[src/rtl/vend_pkg.sv]
// Shared encodings, coin values and FSM state type for the vending controller slice.
package vend_pkg;

    localparam logic [1:0] COIN_NONE = 2'b00;
    localparam logic [1:0] COIN_5    = 2'b01;
    localparam logic [1:0] COIN_10   = 2'b10;
    localparam logic [1:0] COIN_BAD  = 2'b11;

    localparam logic [1:0] SEL_NONE   = 2'b00;
    localparam logic [1:0] SEL_A      = 2'b01;
    localparam logic [1:0] SEL_B      = 2'b10;
    localparam logic [1:0] SEL_CANCEL = 2'b11;

    localparam int COIN_UNIT    = 5;
    localparam int COIN5_VALUE  = 5;
    localparam int COIN10_VALUE = 10;

    typedef enum logic [1:0] {
        ST_IDLE,
        ST_CREDIT,
        ST_VEND,
        ST_PAYOUT
    } state_e;

    // Face value of an accepted coin; anything other than a 10 is treated as a 5.
    function automatic int coin_value(input logic [1:0] code);
        return (code == COIN_10) ? COIN10_VALUE : COIN5_VALUE;
    endfunction

endpackage

[src/rtl/vend_stock_counter.sv]
// Per-product stock counter: reload on reset/refill, saturating decrement, registered sold-out flag.
module vend_stock_counter #(
    parameter int SW         = 4,
    parameter int STOCK_INIT = 4
) (
    input  logic          clk,
    input  logic          reset,
    input  logic          load_i,
    input  logic          dec_i,
    output logic [SW-1:0] count_o,
    output logic          sold_out_o
);

    logic [SW-1:0] count_q;
    logic          soldOut_q;

    // The flag is registered next to the count so both change on the same edge.
    always_ff @(posedge clk) begin
        if (reset || load_i) begin
            count_q   <= SW'(STOCK_INIT);
            soldOut_q <= (STOCK_INIT == 0);
        end else if (dec_i && (count_q != '0)) begin
            count_q   <= count_q - SW'(1);
            soldOut_q <= (count_q == SW'(1));
        end
    end

    assign count_o    = count_q;
    assign sold_out_o = soldOut_q;

endmodule

[src/rtl/vending_controller.sv]
// Vending sequencer: credit accumulation, product vend, change/refund payout and stock tracking.
// Optional inactivity auto-refund is compiled in with `define VEND_TIMEOUT_EN.
module vending_controller
    import vend_pkg::*;
#(
    parameter int PRICE_A    = 10,
    parameter int PRICE_B    = 15,
    parameter int MAX_CREDIT = 30,
    parameter int CW         = 6,
    parameter int STOCK_INIT = 4,
    parameter int SW         = 4
`ifdef VEND_TIMEOUT_EN
    , parameter int TIMEOUT_CYCLES = 1000
`endif
) (
    input  logic          clk,
    input  logic          reset,
    input  logic [1:0]    coin,
    input  logic [1:0]    select,
    input  logic          refill,
    input  logic          chg_ack,
    output logic          dispense_A,
    output logic          dispense_B,
    output logic          chg_req,
    output logic          reject,
    output logic [CW-1:0] credit,
    output logic          busy,
    output logic          sold_out_A,
    output logic          sold_out_B
);

    localparam logic [CW-1:0] PRICE_A_C   = CW'(PRICE_A);
    localparam logic [CW-1:0] PRICE_B_C   = CW'(PRICE_B);
    localparam logic [CW-1:0] COIN_UNIT_C = CW'(COIN_UNIT);
    localparam logic [CW:0]   MAX_CREDIT_C = (CW+1)'(MAX_CREDIT);

    state_e        state_q;
    logic [CW-1:0] credit_q;
    logic          vendB_q;
    logic          dispA_q;
    logic          dispB_q;
    logic          chgReq_q;
    logic          reject_q;
    logic          busy_q;

    logic [SW-1:0] stockA;
    logic [SW-1:0] stockB;
    logic          soldOutA;
    logic          soldOutB;

    logic          coinValid;
    logic [CW-1:0] coinValue;
    logic [CW:0]   creditSum;
    logic          coinFits;
    logic          canVendA;
    logic          canVendB;
    logic [CW-1:0] vendPrice;
    logic          stockLoad;
    logic          decA;
    logic          decB;
    logic          timeoutHit;

    // One bit of headroom on the sum keeps the cap check honest near 2**CW.
    always_comb begin
        coinValid = (coin == COIN_5) || (coin == COIN_10);
        coinValue = CW'(coin_value(coin));
        creditSum = {1'b0, credit_q} + {1'b0, coinValue};
        coinFits  = (creditSum <= MAX_CREDIT_C);
        canVendA  = (credit_q >= PRICE_A_C) && (stockA != '0);
        canVendB  = (credit_q >= PRICE_B_C) && (stockB != '0);
        vendPrice = vendB_q ? PRICE_B_C : PRICE_A_C;
        stockLoad = refill && (state_q == ST_IDLE);
        decA      = (state_q == ST_VEND) && !vendB_q;
        decB      = (state_q == ST_VEND) && vendB_q;
    end

`ifdef VEND_TIMEOUT_EN
    localparam int TW = $clog2(TIMEOUT_CYCLES + 1);

    logic [TW-1:0] idleCnt_q;

    // Counts quiet cycles in CREDIT; any valid coin, any select, or leaving CREDIT restarts it.
    always_ff @(posedge clk) begin
        if (reset || (state_q != ST_CREDIT) || coinValid || (select != SEL_NONE)) begin
            idleCnt_q <= '0;
        end else if (idleCnt_q != TW'(TIMEOUT_CYCLES)) begin
            idleCnt_q <= idleCnt_q + TW'(1);
        end
    end

    assign timeoutHit = (state_q == ST_CREDIT) && (idleCnt_q == TW'(TIMEOUT_CYCLES));
`else
    assign timeoutHit = 1'b0;
`endif

    always_ff @(posedge clk) begin
        if (reset) begin
            state_q  <= ST_IDLE;
            credit_q <= '0;
            vendB_q  <= 1'b0;
            dispA_q  <= 1'b0;
            dispB_q  <= 1'b0;
            chgReq_q <= 1'b0;
            reject_q <= 1'b0;
            busy_q   <= 1'b0;
        end else begin
            dispA_q  <= 1'b0;
            dispB_q  <= 1'b0;
            reject_q <= 1'b0;
            unique case (state_q)
                ST_IDLE, ST_CREDIT: begin
                    // Any coin activity wins over a select presented in the same cycle.
                    if (coin == COIN_BAD) begin
                        reject_q <= 1'b1;
                    end else if (coinValid) begin
                        if (coinFits) begin
                            credit_q <= creditSum[CW-1:0];
                            state_q  <= ST_CREDIT;
                        end else begin
                            reject_q <= 1'b1;
                        end
                    end else if (state_q == ST_CREDIT) begin
                        if ((select == SEL_A) && canVendA) begin
                            vendB_q <= 1'b0;
                            state_q <= ST_VEND;
                            busy_q  <= 1'b1;
                        end else if ((select == SEL_B) && canVendB) begin
                            vendB_q <= 1'b1;
                            state_q <= ST_VEND;
                            busy_q  <= 1'b1;
                        end else if (select == SEL_CANCEL) begin
                            state_q  <= ST_PAYOUT;
                            chgReq_q <= 1'b1;
                            busy_q   <= 1'b1;
                        end else if ((select == SEL_NONE) && timeoutHit) begin
                            state_q  <= ST_PAYOUT;
                            chgReq_q <= 1'b1;
                            busy_q   <= 1'b1;
                        end
                    end
                end
                ST_VEND: begin
                    reject_q <= (coin != COIN_NONE);
                    dispA_q  <= !vendB_q;
                    dispB_q  <= vendB_q;
                    credit_q <= credit_q - vendPrice;
                    if (credit_q == vendPrice) begin
                        state_q <= ST_IDLE;
                        busy_q  <= 1'b0;
                    end else begin
                        state_q  <= ST_PAYOUT;
                        chgReq_q <= 1'b1;
                    end
                end
                ST_PAYOUT: begin
                    reject_q <= (coin != COIN_NONE);
                    if (chgReq_q && chg_ack) begin
                        credit_q <= credit_q - COIN_UNIT_C;
                        if (credit_q == COIN_UNIT_C) begin
                            chgReq_q <= 1'b0;
                            state_q  <= ST_IDLE;
                            busy_q   <= 1'b0;
                        end
                    end
                end
                default: begin
                    state_q <= ST_IDLE;
                end
            endcase
        end
    end

    vend_stock_counter #(
        .SW         (SW),
        .STOCK_INIT (STOCK_INIT)
    ) u_stock_a (
        .clk        (clk),
        .reset      (reset),
        .load_i     (stockLoad),
        .dec_i      (decA),
        .count_o    (stockA),
        .sold_out_o (soldOutA)
    );

    vend_stock_counter #(
        .SW         (SW),
        .STOCK_INIT (STOCK_INIT)
    ) u_stock_b (
        .clk        (clk),
        .reset      (reset),
        .load_i     (stockLoad),
        .dec_i      (decB),
        .count_o    (stockB),
        .sold_out_o (soldOutB)
    );

    assign dispense_A = dispA_q;
    assign dispense_B = dispB_q;
    assign chg_req    = chgReq_q;
    assign reject     = reject_q;
    assign credit     = credit_q;
    assign busy       = busy_q;
    assign sold_out_A = soldOutA;
    assign sold_out_B = soldOutB;

endmodule

[config.mk]
export PLATFORM = sky130hd
export DESIGN_NAME = vending_controller
export DESIGN_NICKNAME = d
export VERILOG_FILES = /design/src/rtl/vend_pkg.sv /design/src/rtl/vend_stock_counter.sv /design/src/rtl/vending_controller.sv
export SDC_FILE = /design/constraint.sdc
export NUM_CORES = 1
export LEC_CHECK = 0
export BUFFER_PORTS_ARGS = -buffer_cell sky130_fd_sc_hd__buf_2
export CAP_MARGIN = 25
export CORE_MARGIN = 3
export CORE_UTILIZATION = 49
export DETAILED_ROUTE_END_ITERATION = 12
export PLACE_DENSITY = 0.69
export SKIP_LAST_GASP = 1
export SYNTH_ARGS = -nofsm -noshare
export SYNTH_HDL_FRONTEND = slang
export SYNTH_HIERARCHICAL = 1
export SYNTH_SLANG_ARGS = --single-unit
[constraint.sdc]
create_clock -name clk -period 3.87 [get_ports clk]
set_input_delay 0.387 -clock clk [delete_from_list [all_inputs] [get_ports clk]]
set_output_delay 0.387 -clock clk [all_outputs]
set_load 0.01 [all_outputs]
Yosys cells after proc, flatten, opt, wreduce, memory -nomap -nowiden
Index checks and enable logic that the tools add are counted.
{"block": "op_classes", "addsub": 5, "magnitude_cmp": 3, "eq_ne": 29, "muxes": 41, "n_bitwise": 3, "reduce_logical": 26}
{"op": "$mux W6", "n": 4}
{"op": "$ne A2 B2 Y1 const B", "n": 11}
{"op": "$mux W1", "n": 20}
{"op": "$mux W2", "n": 10}
{"op": "$pmux W6 S3", "n": 1}
{"op": "$eq A2 B2 Y1 const B", "n": 6}
{"op": "$ge A6 B4 Y1 const B", "n": 2}
{"op": "$logic_and A1 B1 Y1", "n": 10}
{"op": "$reduce_and A9 Y1", "n": 1}
{"op": "$eq A4 B1 Y1 const B", "n": 2}
{"op": "$reduce_bool A4 Y1", "n": 2}
{"op": "$sub A4 B1 Y4 const B", "n": 2}
{"op": "$add A6 B4 Y7", "n": 1}
{"op": "$le A7 B5 Y1 const B", "n": 1}
{"op": "$reduce_and A7 Y1", "n": 1}
{"op": "$eq A2 B1 Y1 const B", "n": 3}
{"op": "$eq A6 B3 Y1 const B", "n": 1}
{"op": "$eq A6 B4 Y1", "n": 1}
{"op": "$ne A3 B3 Y1 const B", "n": 2}
{"op": "$pmux W1 S3", "n": 2}
{"op": "$pmux W2 S3", "n": 1}
{"op": "$reduce_and A6 Y1", "n": 1}
{"op": "$reduce_or A2 Y1", "n": 3}
{"op": "$sub A6 B3 Y6 const B", "n": 1}
{"op": "other kinds (14)", "n": 18}
{"block": "word_totals", "ff_bits": 24, "in_bits": 8}

Longest topological paths before layout
{"block": "depth", "depth_word": 9, "mapped_depth": 12, "depth_no_buf": 11}

Modules after synthesis
The synthesis kept the hierarchy.
{"module": "vending_controller", "instances": 1, "cells_each": 180, "area_per_inst_um2": 1375.1, "seq_area_each_um2": 280.3}
{"module": "vend_stock_counter", "instances": 2, "cells_each": 29, "area_per_inst_um2": 255.2, "seq_area_each_um2": 100.1}

Worst setup path before layout
Ideal clock, no wire load.
{"block": "synth_path", "path_kind": "input port to flip-flop", "start": "input port coin[0]", "end": "register credit_q[4] (netlist: credit[4])", "arrival_ns": 2.698, "t_required_ns": 3.749, "slack_ns": 1.050, "cell_stages": 12, "path_buffers": 1, "path_cell_list": "inv_1 -> ha_1 -> buf_2 -> inv_1 -> ha_1 -> ha_1 -> or3b_4 -> a21oi_2 -> o2111ai_1 -> and3_1 -> and3b_1 -> mux2_4"}
{"block": "synth_between", "elab_chain_len": 7, "elab_cells_between_ends": 15}
{"item": "start, declared", "line": "vending_controller.sv:18", "source": "input logic [1:0] coin,"}
{"item": "branches (longest 7 deep; another with $add A6 B4 Y7)"}
{"item": "end signal, assigned", "line": "vending_controller.sv:117", "source": "credit_q <= creditSum[CW-1:0];"}
{"item": "end signal, assigned", "line": "vending_controller.sv:146", "source": "credit_q <= credit_q - vendPrice;"}
{"item": "end signal, assigned", "line": "vending_controller.sv:158", "source": "credit_q <= credit_q - COIN_UNIT_C;"}
{"item": "end, declared", "line": "vending_controller.sv:38", "source": "logic [CW-1:0] credit_q;"}
Parallel ways; which one is timed is not known. The select of a mux whose other input is x is not followed.
A chain may end at the register's enable or synchronous reset.

Final worst setup path
{"block": "layout_path", "start": "input port coin[0]", "end": "register credit_q[3] (netlist: credit[3])"}
Same word-level chain as after synthesis.

==> qor.csv <==
stage,metric,value,unit
global_route,grtUsageTotal,0.202,
cts,clock_path_buffers,2,
pwr,pwr-share-comb,0.297,
placed_design,placedInstanceArea,0.00198,mm^2
sta,skew,1.15,ps
setup_path,cp_data_arrival_time,3090,ps
sta,setup_tns,0,ps
synthesis,yosys_warnings,6,
synthesis,synth_top_cell_area_share,0.255,
die,die_h,68.0,um
synthesis,yosysUniqueCellTypes,52,
synthesis,synth_flop_cell,dfxtp_1,
synthesis,ys_seq_area_frac,0.255,
pwr,leakage,0.864,nW
sta,post-route-min-period,2940,ps
synthesis,ys_top_cells_by_count,"24 x dfxtp_1, 21 x nor2_1, 19 x nand2_1",
route,via_count,1727,
sta,finalHoldViolCount,0,
setup_path,end_kind,flip-flop,
placed_design,place_inst,292,
route,routed_wirelength,4140,um
setup_path,cp_common_cell,ha_1,
final_layout,insertedDiodeCount,0,
sta,rsz0062_at_grt,false,
pwr,finalPower,622,uW
pwr,p_int,408,uW
final_layout,drive_above_1_share,0.157,
global_route,grt_max_degree,24,
cts,cts_made_buffers,3,
synthesis,netlist_area,0.00189,mm^2
route,final_antenna_net_count,0,
pwr,power_switching,214,uW
cts,post_cts_resized,0,
pwr,peakVddDrop,0.273,mV
route,drc,0,
setup_path,worstPathRequired,4020,ps
synthesis,synth_most_common_cell,dfxtp_1,
synthesis,synth_top_area_cell,dfxtp_1,
pwr,swShare,0.344,
setup_path,startpoint_type,input pin,
placed_design,io_buffers,20,
die,row_count,21,
synthesis,ys_ff_latch,24,
die,start_util,0.536,
final_layout,final_cells,295,
placed_design,dpl.hpwl,3160,um
sta,finalSetupViolCount,0,
synthesis,syn_nets,263,
synthesis,async_flop_share,0,
route,dr.pass1.iters,4,
global_route,overflow,0,
die,die-area,0.00463,mm^2
synthesis,syn_inst,238,
sta,fin_ws,932,ps
setup_path,ff2ff_path_depth,8,
min_path,hold_path_class,flip-flop to flip-flop,
setup_path,cp_slowest_stage_delay,390,ps
sta,fmax,0.340,GHz
sta,post-route-period-util,0.759,
cts,clkTransAtPathRegs,80,ps
cts,htree_levels,1,
cts,cts_setup_buffers,0,
status,status,completed,
die,design.core.area,0.00352,mm^2
pwr,p_seq_frac,0.474,
sta,worstMarginPinSlew,596,ps
setup_path,path_max_fanout,9,
global_route,grt_pass1_wl,7230,um
setup_path,r2r_slack,1210,ps
sta,relSlewSlack,0.602,
final_layout,final_nets,276,
pwr,powerDensity,307,mW/mm^2
final_layout,final_core_util,0.575,
run,max_cap_violations,0,
min_path,hold_depth,2,
final_layout,area_growth,7.30,%
route,vias_per_cell,5.85,
sta,whs,460,ps
synthesis,avgSynthCellArea,7.92,um^2
synthesis,synthTopCellsByArea,"dfxtp_1 25%, ha_1 11%, a21oi_1 4.2%",
setup_path,path_class,input pin to flip-flop,
cts,clk_latency,260,ps
route,drtIter0Drc,87,
global_route,antenna_found_initial,0,
pwr,power.share.clock,0.230,
placed_design,dp_slack,672,ps
die,io_pins,21,
cts,clock-sinks,24,
global_route,grt_pass1_vias,1583,
cts,holdBufCountCts,0,
setup_path,path_cells,buf_2 -> inv_1 -> ha_1 -> inv_1 -> ha_1 -> ha_1 -> or3b_4 -> a21oi_2 -> o2111ai_1 -> a32oi_1 -> and3b_1 -> mux2_4,
cts,clock-root-buffer,clkbuf_8,
die,die_w,68.0,um
placed_design,place_congestion,0.947,
cts,cts_tree,yes,
route,wl_per_cell,14.0,um
sta,drv_slew,0,
setup_path,worst_path_max_delay_cell,or3b_4,
synthesis,synth_edf_count,0,
final_layout,final_area,0.00202,mm^2
[registers in the layout, summed over array words and instances, names as in the netlist, 2 cells and up]
name,flops
u_stock_a/count_o,4
state_q,2
u_stock_b/count_o,4
credit,6
[path summary, 6_finish.rpt]
kind / from / end
worst min-delay path: u_stock_a/sold_out_o$_SDFFE_PP0P_ / u_stock_a/sold_out_o$_SDFFE_PP0P_
worst max-delay path: coin[0] / credit[3]$_SDFFE_PP0P_
worst min register to register: u_stock_a/sold_out_o$_SDFFE_PP0P_ / u_stock_a/sold_out_o$_SDFFE_PP0P_
worst max register to register: credit[1]$_SDFFE_PP0P_ / credit[3]$_SDFFE_PP0P_
[layout make-up]
| class | count | area [um^2] |
|---|---|---|
| clock buffer | 3 | 41.3 |
| fill | 343 | 1500 |
| inverter | 16 | 60.1 |
| multi-input combinational | 186 | 1280 |
| sequential | 24 | 480 |
| tap | 46 | 57.6 |
| timing repair buffer | 20 | 100 |
[placed cells by master (no fill, tap or decap), drive strengths merged, types with 2 or more instances in the layout]
cell and n:
mux2i 3, a211oi 4, o22ai 4, clkbuf 3, nand3 8, and2 3
inv 16, nor4b 2, buf 20, a21o 4, o211a 2, ha 17
o31a 2, o211ai 3, dfxtp 24, a2111oi 2, nand2 19, nor4 3
and3 2, nor2 21, a221oi 4, o21ai 12, mux2 3, and3b 2
nor3 7, nand4 7, o21a 4, or2 3, xor2 3, a21oi 17
nor2b 5, or3b 3, nand2b 7
[critical path, delay by kind of cell]
kind / cells / cell delay (ps)
and+or+nand+nor: 2 / 620
buffers and inverters: 3 / 300
muxes: 1 / 300
AOI/OAI and AO/OA: 3 / 640
adders and majority gates: 3 / 850
[power groups by stage]
| stage | Clock, mW | Sequential [mW] | Combinational [mW] |
|---|---|---|---|
| global route | 0.156 | 0.300 | 0.209 |
| CTS | 0.148 | 0.295 | 0.184 |
| detailed placement | 0 | 0.301 | 0.183 |
| floorplan | 0 | 0.279 | 0.158 |
| global placement | 0 | 0.301 | 0.180 |
| finish | 0.143 | 0.295 | 0.184 |
[cells by family after synthesis]
| group | Yosys count | synth area share |
|---|---|---|
| mux | 6 | 0.0378 |
| buf+inv | 28 | 0.0644 |
| xor+xnor | 4 | 0.0186 |
| fa+ha+maj | 17 | 0.113 |
| flops | 24 | 0.255 |
| compound gates | 63 | 0.234 |
| simple gates | 96 | 0.278 |
[routing by layer]
layer	up-vias	track usage	part of all wire	routed length, um
met5	-	0	0	0
li1	886	-	-	-
met3	4	0.0394	0.047	193
met2	34	0.329	0.46	1920
met1	803	0.282	0.48	2010
met4	0	0.0273	0.0043	18
Power figures use the tool's default switching activity.
